`config.mk`:
```
export PLATFORM = sky130hd
export DESIGN_NAME = seg_fade_pwm_flat
export DESIGN_NICKNAME = d
export VERILOG_FILES = /design/src/rtl/seg_fade_pkg.sv /design/src/rtl/seg_fade_pwm_if.sv /design/src/rtl/seg_fade_channel.sv /design/src/rtl/seg_fade_pwm.sv /design/src/flat_wrapper.sv
export SDC_FILE = /design/constraint.sdc
export NUM_CORES = 1
export LEC_CHECK = 0
export ABC_CLOCK_PERIOD_IN_PS = 12100
export BUFFER_PORTS_ARGS = -buffer_cell sky130_fd_sc_hd__buf_4
export CAP_MARGIN = 20
export CORE_ASPECT_RATIO = 1.2
export CORE_MARGIN = 2
export CORE_UTILIZATION = 55
export DETAILED_ROUTE_END_ITERATION = 6
export PLACE_DENSITY = 0.73
export SYNTH_ARGS = -nofsm -noshare
export SYNTH_HDL_FRONTEND = slang
export SYNTH_HIERARCHICAL = 1
export SYNTH_SLANG_ARGS = --single-unit
```
`constraint.sdc`:
```
create_clock -name clk -period 12.1 [get_ports clk]
set_input_delay 1.21 -clock clk [delete_from_list [all_inputs] [get_ports clk]]
set_output_delay 1.21 -clock clk [all_outputs]
set_load 0.01 [all_outputs]
```
`src/rtl/seg_fade_pkg.sv`:
```
// Shared types and constants for the segment fade/PWM output stage.
// Gamma LUT and mapping function exist only when SEG_FADE_GAMMA_EN is defined.
package seg_fade_pkg;

    localparam int LEVEL_W_DFLT = 4;
    localparam int MAX_LEVEL    = (32'd1 << LEVEL_W_DFLT) - 32'd1;

    typedef logic [LEVEL_W_DFLT-1:0] level_t;

`ifdef SEG_FADE_GAMMA_EN
    // Perceptual brightness curve: dim levels are compressed toward dark.
    localparam level_t GAMMA [16] = '{
        4'd0, 4'd0, 4'd1, 4'd1, 4'd1, 4'd2, 4'd2, 4'd3,
        4'd4, 4'd5, 4'd6, 4'd7, 4'd9, 4'd11, 4'd13, 4'd15
    };

    function automatic level_t gamma_map(input level_t lvl);
        return GAMMA[lvl];
    endfunction
`endif

endpackage

```
`src/rtl/seg_fade_pwm_if.sv`:
```
// Segment drive bus between the snake animator side and the fade/PWM stage.
interface seg_fade_pwm_if #(parameter int NSEG = 8);

    logic [NSEG-1:0] seg_in;
    logic [3:0]      decay_sel;
    logic            bypass;
    logic [NSEG-1:0] seg_out;
    logic            frame_tick;

    modport master (
        output seg_in, decay_sel, bypass,
        input  seg_out, frame_tick
    );

    modport slave (
        input  seg_in, decay_sel, bypass,
        output seg_out, frame_tick
    );

endinterface

```
`src/rtl/seg_fade_channel.sv`:
```
// One segment channel: brightness level with snap-on / step-down fade and PWM output flop.
// Optional gamma mapping of the level when SEG_FADE_GAMMA_EN is defined.
module seg_fade_channel
    import seg_fade_pkg::*;
#(
    parameter int LEVEL_W = LEVEL_W_DFLT
) (
    input  logic               clk,
    input  logic               rst,
    input  logic               seg_i,
    input  logic               decay_step_i,
    input  logic [LEVEL_W-1:0] pwm_cnt_i,
    input  logic               bypass_i,
    output logic               seg_out_o
);

    localparam logic [LEVEL_W-1:0] LVL_MAX  = {LEVEL_W{1'b1}};
    localparam logic [LEVEL_W-1:0] LVL_ZERO = {LEVEL_W{1'b0}};
    localparam logic [LEVEL_W-1:0] LVL_ONE  = {{(LEVEL_W-1){1'b0}}, 1'b1};

    logic [LEVEL_W-1:0] level_q, level_d;
    logic [LEVEL_W-1:0] eff_level_s;
    logic               out_q, out_d;

    // Level update: an active segment beats a decay step in the same cycle.
    always_comb begin
        level_d = level_q;
        if (seg_i) begin
            level_d = LVL_MAX;
        end else if (decay_step_i && (level_q != LVL_ZERO)) begin
            level_d = level_q - LVL_ONE;
        end else begin
            level_d = level_q;
        end
    end

`ifdef SEG_FADE_GAMMA_EN
    if (LEVEL_W != 4) begin : g_gamma_width_chk
        $error("seg_fade_channel: gamma LUT requires LEVEL_W == 4");
    end

    always_comb begin
        eff_level_s = LEVEL_W'(gamma_map(level_t'(level_q)));
    end
`else
    always_comb begin
        eff_level_s = level_q;
    end
`endif

    // Bypass samples the raw registered segment so latency matches PWM mode's output flop.
    always_comb begin
        out_d = 1'b0;
        if (bypass_i) begin
            out_d = seg_i;
        end else begin
            out_d = (pwm_cnt_i < eff_level_s);
        end
    end

    always_ff @(posedge clk) begin
        if (rst) begin
            level_q <= LVL_ZERO;
            out_q   <= 1'b0;
        end else begin
            level_q <= level_d;
            out_q   <= out_d;
        end
    end

    assign seg_out_o = out_q;

endmodule

```
`src/rtl/seg_fade_pwm.sv`:
```
// Segment output stage: per-segment PWM brightness with a fading trail after turn-off.
// Build option: define SEG_FADE_GAMMA_EN to apply a gamma curve to the brightness levels.
module seg_fade_pwm
    import seg_fade_pkg::*;
#(
    parameter int NSEG        = 8,
    parameter int LEVEL_W     = LEVEL_W_DFLT,
    parameter int FRAME_CNT_W = 15
) (
    input  logic          clk,
    input  logic          rst,
    seg_fade_pwm_if.slave seg_bus
);

    localparam logic [LEVEL_W-1:0]     PWM_LAST  = {{(LEVEL_W-1){1'b1}}, 1'b0};
    localparam logic [LEVEL_W-1:0]     PWM_ONE   = {{(LEVEL_W-1){1'b0}}, 1'b1};
    localparam logic [FRAME_CNT_W-1:0] FRAME_ONE = {{(FRAME_CNT_W-1){1'b0}}, 1'b1};

    logic [NSEG-1:0]        seg_q, seg_d;
    logic [LEVEL_W-1:0]     pwm_cnt_q, pwm_cnt_d;
    logic [FRAME_CNT_W-1:0] frame_cnt_q, frame_cnt_d;
    logic                   frame_tick_q, frame_tick_d;
    logic [FRAME_CNT_W-1:0] decay_mask_s;
    int                     sel_sat_s;
    logic                   decay_step_s;
    logic [NSEG-1:0]        seg_out_s;

    // PWM period is MAX cycles; the tick marks the first cycle of each new frame.
    always_comb begin
        seg_d        = seg_bus.seg_in;
        pwm_cnt_d    = pwm_cnt_q;
        frame_tick_d = 1'b0;
        frame_cnt_d  = frame_cnt_q;
        if (pwm_cnt_q == PWM_LAST) begin
            pwm_cnt_d    = {LEVEL_W{1'b0}};
            frame_tick_d = 1'b1;
        end else begin
            pwm_cnt_d    = pwm_cnt_q + PWM_ONE;
            frame_tick_d = 1'b0;
        end
        if (frame_tick_q) begin
            frame_cnt_d = frame_cnt_q + FRAME_ONE;
        end else begin
            frame_cnt_d = frame_cnt_q;
        end
    end

    // Prescaler: step when the low decay_sel bits of the frame count are all zero.
    always_comb begin
        sel_sat_s    = 0;
        decay_mask_s = {FRAME_CNT_W{1'b0}};
        if (int'(seg_bus.decay_sel) > FRAME_CNT_W) begin
            sel_sat_s = FRAME_CNT_W;
        end else begin
            sel_sat_s = int'(seg_bus.decay_sel);
        end
        for (int i = 0; i < FRAME_CNT_W; i++) begin
            decay_mask_s[i] = (i < sel_sat_s);
        end
        decay_step_s = frame_tick_q &&
                       ((frame_cnt_q & decay_mask_s) == {FRAME_CNT_W{1'b0}});
    end

    always_ff @(posedge clk) begin
        if (rst) begin
            seg_q        <= {NSEG{1'b0}};
            pwm_cnt_q    <= {LEVEL_W{1'b0}};
            frame_cnt_q  <= {FRAME_CNT_W{1'b0}};
            frame_tick_q <= 1'b0;
        end else begin
            seg_q        <= seg_d;
            pwm_cnt_q    <= pwm_cnt_d;
            frame_cnt_q  <= frame_cnt_d;
            frame_tick_q <= frame_tick_d;
        end
    end

    for (genvar i = 0; i < NSEG; i++) begin : g_ch
        seg_fade_channel #(
            .LEVEL_W (LEVEL_W)
        ) u_ch (
            .clk          (clk),
            .rst          (rst),
            .seg_i        (seg_q[i]),
            .decay_step_i (decay_step_s),
            .pwm_cnt_i    (pwm_cnt_q),
            .bypass_i     (seg_bus.bypass),
            .seg_out_o    (seg_out_s[i])
        );
    end

    assign seg_bus.seg_out    = seg_out_s;
    assign seg_bus.frame_tick = frame_tick_q;

endmodule

```
`src/flat_wrapper.sv`:
```
// flat-port wrapper written by rule: the top's interface ports become plain ports
module seg_fade_pwm_flat import seg_fade_pkg::*;
#(
    parameter int NSEG        = 8,
    parameter int LEVEL_W     = LEVEL_W_DFLT,
    parameter int FRAME_CNT_W = 15
)
  (clk, rst, seg_bus_seg_in, seg_bus_decay_sel, seg_bus_bypass, seg_bus_seg_out, seg_bus_frame_tick);
  seg_fade_pwm_if #(.NSEG(NSEG)) seg_bus_i ();
  input  logic clk;
  input  logic rst;
  input wire logic [$bits(seg_bus_i.seg_in)-1:0] seg_bus_seg_in;
  input wire logic [$bits(seg_bus_i.decay_sel)-1:0] seg_bus_decay_sel;
  input wire logic [$bits(seg_bus_i.bypass)-1:0] seg_bus_bypass;
  output wire logic [$bits(seg_bus_i.seg_out)-1:0] seg_bus_seg_out;
  output wire logic [$bits(seg_bus_i.frame_tick)-1:0] seg_bus_frame_tick;
  assign seg_bus_i.seg_in = seg_bus_seg_in;
  assign seg_bus_i.decay_sel = seg_bus_decay_sel;
  assign seg_bus_i.bypass = seg_bus_bypass;
  assign seg_bus_seg_out = seg_bus_i.seg_out;
  assign seg_bus_frame_tick = seg_bus_i.frame_tick;
  seg_fade_pwm #(.NSEG(NSEG), .LEVEL_W(LEVEL_W), .FRAME_CNT_W(FRAME_CNT_W)) u_core (.clk(clk), .rst(rst), .seg_bus(seg_bus_i));
endmodule
```
==> results by stage <==
Min path:
- The worst hold path was traced through 2 stages.
- The kind of path behind the tightest hold check is reg2reg.
- The startpoint of the lowest-slack hold path is u_core/seg_q[2].
- The worst hold path terminates at u_core/g_ch[2].u_ch/seg_out_o.

Setup path:
- In this run the worst path has a maximum fanout of 56.
- The worst setup path category is in2reg.
- The slack of the worst reg-to-reg path is roughly 9.5 ns.
- In this run the critical register-to-register path is captured at u_core/g_ch[0].u_ch/eff_level_s[3].
- In this run the critical register-to-register path is launched from u_core/frame_cnt_q[0].
- At the worst endpoint, the arrival time is approximately 3.5 ns.
- The capturing element type of the critical path is a flop.
- At the worst endpoint, the required time is between 10 and 15 ns.
- The worst setup path is launched from an input pin.
- The depth of the most critical reg-to-reg path is 8.

STA:
- The setup clock skew after layout is roughly 0.0046 ns.
- Based on the critical path, the design can be clocked at up to just over 0.3 GHz.
- The number of slew-limit violations in the final report was 0.
- The accumulated negative setup slack is 0 ns.
- The number of hold violations in the final report was 0.
- The measured slew at the worst slew-check pin is 0.7020 ns.
- Setup violations remaining at the end of the flow were counted as 0.
- The worst slew slack as a fraction of its limit is 53.20%.
- The worst hold-check slack is about 0.46 ns.
- The shortest period the worst path allows is 3.303 ns.
- Setup repair after global routing left no endpoint under its margin.
- The final critical path takes up a little over a quarter of the cycle.

Clock tree:
- The number of levels the H-tree was split into is 3.
- The CTS tree is done.
- The clock passes through at most 2 buffers.
- The CTS buffer count is 9.
- The clock drives 68 sinks.
- The source-to-sink clock delay at the later pin of the worst-skew pair is roughly 0.34 ns.
- After clock tree synthesis, the clock-pin slew on the worst setup and hold paths is roughly 0.070 ns.
- In this run, post-CTS hold repair placed 0 buffers.
- The number of gates resized after CTS was 0.
- The buffer cell driving the clock tree root is clkbuf_8.
- The number of setup buffers added after CTS is 0.

Floorplanning:
- The number of core rows is 32.
- The floorplan core area is 0.006446 sq mm.
- 24 I/O pins were placed.
- The floorplan step defined a die boundary enclosing ~0.0074 sq mm.
- The die is roughly 79 um wide.
- Once the floorplan was initialized, standard cells occupied between 50% and 60% of the core.
- The floorplan step set the die height to between 90 and 100 um.

Layout:
- Fill cells in the final layout number ~560.
- From synthesis to final layout, the design area changed by 13.33%.
- Once layout is complete, the utilization of the core stands at between 60% and 70%.
- For this run, the post-layout net count is ~500.
- The share of final-layout standard cells stronger than drive strength 1 is a little over an eighth.
- The total area of multi-input combinational cells is approximately 0.0021 sq mm.
- 0 antenna diodes ended up in the layout.
- The area taken by flip-flops and latches is about 0.0014 sq mm.

Global routing:
- For this run, the total global-route usage over all layers was measured as 21.71%.
- The via count of the first global-routing pass is a little under 3000.
- Global routing finished with a remaining overflow of 0.
- Entering global routing, the biggest net connects between 60 and 70 pins.
- The global-route wire length before repair is ~13 mm.
- The initial antenna violation count is 0.

Synth:
- The synthesized instance count is 415.
- The share of synthesized registers carrying an async set or reset is 0%.
- The top flip-flop cell by instance count after synthesis is dfxtp_1.
- The post-synthesis average cell area is a little under 9 sq um.
- After synthesis, flip-flops and latches occupy between 30% and 40% of the total area.
- The unique cell type count in the Yosys netlist is 40.
- Counting flops and latches in the post-synthesis netlist gives ~70.
- When the netlist entered floorplanning its net count stood at between 400 and 500.
- Counting flops with a built-in enable in the synthesized netlist gives 0.
- For this run, the number of Yosys warnings is 6.
- The cell area that synthesis handed to floorplanning was 0.003679 sq mm.

Run status:
- The flow ran to the end, and the final reports show no timing, DRC or antenna violations.

Detailed routing:
- After detailed routing, the number of vias per cell comes to 5.820.
- Once detail routing completed, the nets flagged for antenna violations numbered 0.
- In the routed design, unresolved DRC markers number 0.
- In the final routed layout, each cell accounts on average for 13.65 um.
- The iteration-0 DRC count of the detailed router is 103.
- The first-pass iteration count of the detailed router is 4.
- After detailed routing, the total wire length is roughly 7.3 mm.
- Summing over every cut layer, the via total after detailed routing is between 3000 and 4000.

Power and ir drop:
- The completed layout was analyzed and its total power is slightly above 500 uW.
- Dividing total power by cell area gives a power density of 121.8 mW/mm^2.
- The static power due to leakage is roughly 0.0016 uW.
- VDD sags by at most between 0.00005 and 0.00006 V.

Flow run:
- The tool flagged a number of max-cap violations equal to 0.

Place:
- The half-perimeter wire length after placement is ~4.8 mm.
- The weighted congestion reported at the end of routability-driven placement is just under 0.8.
- The port buffer count is 23.
## critical path: stages
cell and delay [ns]:
buf_4 0.11, inv_1 0.05, o41ai_1 0.35, o2111ai_1 0.23, a221oi_4 0.33, buf_4 0.47, nor4b_1 0.39, mux2i_1 0.23
a21oi_1 0.09
## cell families (layout without fill, tap and decap cells)
family	after synthesis	after routing	share of synthesized area, %
AOI/OAI and AO/OA	121	121	20.44
xor gates and xnor gates	11	11	2.619
adders and majority gates	36	36	12.18
buffers and inverters	52	86	5.340
DFF	68	68	37.01
muxes	9	9	2.449
and+or+nand+nor	118	118	19.97
## cells in the final DEF (no fill, tap or decap), drive strengths merged, types with 2 or more instances in the layout
master  synthesis  layout
mux2i           9       9
ha             35      35
a41o            8       8
a211oi         11      11
o21a            2       2
nor2b           8       8
o211ai          9       9
buf             1      24
a21oi          55      55
or3b            8       8
or2             2       2
nor4            4       4
nor3            3       3
nand4           3       3
a21o           10      10
inv            47      47
o21ai          13      13
nand2          20      20
xor2            3       3
nand3          15      15
or3             4       4
and4b           8       8
nor4b           8       8
clkbuf          4      15
a31oi           8       8
nor2           25      25
xnor2           8       8
nor3b           8       8
dfxtp          68      68
## metal layers
| layer | routed length (um) | part of all wire [%] | track usage (%) | vias up |
|---|---|---|---|---|
| li1 | - | - | - | 1572 |
| met1 | 3102 | 43 | 22.76 | 1483 |
| met2 | 3820 | 52 | 40.60 | 35 |
| met3 | 200 | 2.7 | 5.212 | 18 |
| met4 | 167 | 2.3 | 9.503 | 0 |
| met5 | 0 | 0 | 0 | - |
## sequential cells by signal (all words and copies together), names as in the netlist
signal                        count
u_core/seg_bus.frame_tick         1
u_core/g_ch.u_ch/eff_level_s     32
u_core/pwm_cnt_q                  4
u_core/seg_q                      8
u_core/frame_cnt_q               15
u_core/g_ch.u_ch/seg_out_o        8
## worst max path at each step
stage,slack (ns),to,cells after the start,start
after detailed placement,8.48,u_core/g_ch[0].u_ch/eff_level_s[3],9,seg_bus_decay_sel[2]
after floorplan,6.52,u_core/g_ch[0].u_ch/eff_level_s[3],8,seg_bus_decay_sel[1]
after global placement,8.59,u_core/g_ch[6].u_ch/eff_level_s[3],9,seg_bus_decay_sel[2]
after CTS,8.82,u_core/g_ch[7].u_ch/eff_level_s[3],9,seg_bus_decay_sel[2]
final,8.80,u_core/g_ch[0].u_ch/eff_level_s[3],9,seg_bus_decay_sel[2]
after global routing,8.50,u_core/g_ch[4].u_ch/eff_level_s[3],9,seg_bus_decay_sel[2]
## cells in the mapped netlist, types with 2 or more instances
library cell	count	area, sq um
clkbuf_1	4	15.01
inv_1	47	176.4
xnor2_1	8	70.07
nor4b_1	8	70.07
o21a_1	2	15.01
nand3_1	13	65.06
or2_2	2	12.51
ha_1	35	437.9
dfxtp_1	68	1361
o21ai_0	13	65.06
nor2_1	25	93.84
mux2i_1	9	90.09
or3b_4	8	90.09
a21o_1	10	75.07
nor4_1	4	25.02
nor3b_1	8	60.06
a211oi_1	11	82.58
nand2_1	20	75.07
a21oi_1	55	275.3
nor2b_1	8	50.05
xor2_1	3	26.28
or3_1	3	18.77
and4b_2	8	90.09
o211ai_1	9	67.56
a41o_1	8	80.08
a31oi_1	8	50.05
nor3_1	3	15.01
nand4_1	3	18.77
## where the power goes
group	leakage, uW	internal (uW)	total [uW]	switching [uW]
logic	0.000969	34.3	69.5	35.1
registers	0.000560	236	249	12.3
clock network	0.000108	107	190	82.7
total	0.00164	378	508	130
## per-stage QoR
stage / cell area, sq um / setup WS, ns / cells
after global routing: 4169 / 8.503 / 534
after CTS: 4169 / 8.824 / 534
after floorplan: 3679 / 6.524 / 415
after detailed placement: 3963 / 8.478 / 519
after global placement: 3963 / 8.591 / 519
final: 4169 / 8.797 / 534
## area by class of cell
type / count / area share (%)
Multi-Input combinational cell: 295 / 51.29
Clock buffer: 15 / 4.952
Timing Repair Buffer: 24 / 4.322
Sequential cell: 68 / 32.65
Inverter: 47 / 4.232
Tap cell: 85 / 2.551
Note: power is estimated with default switching activity, not from simulation.
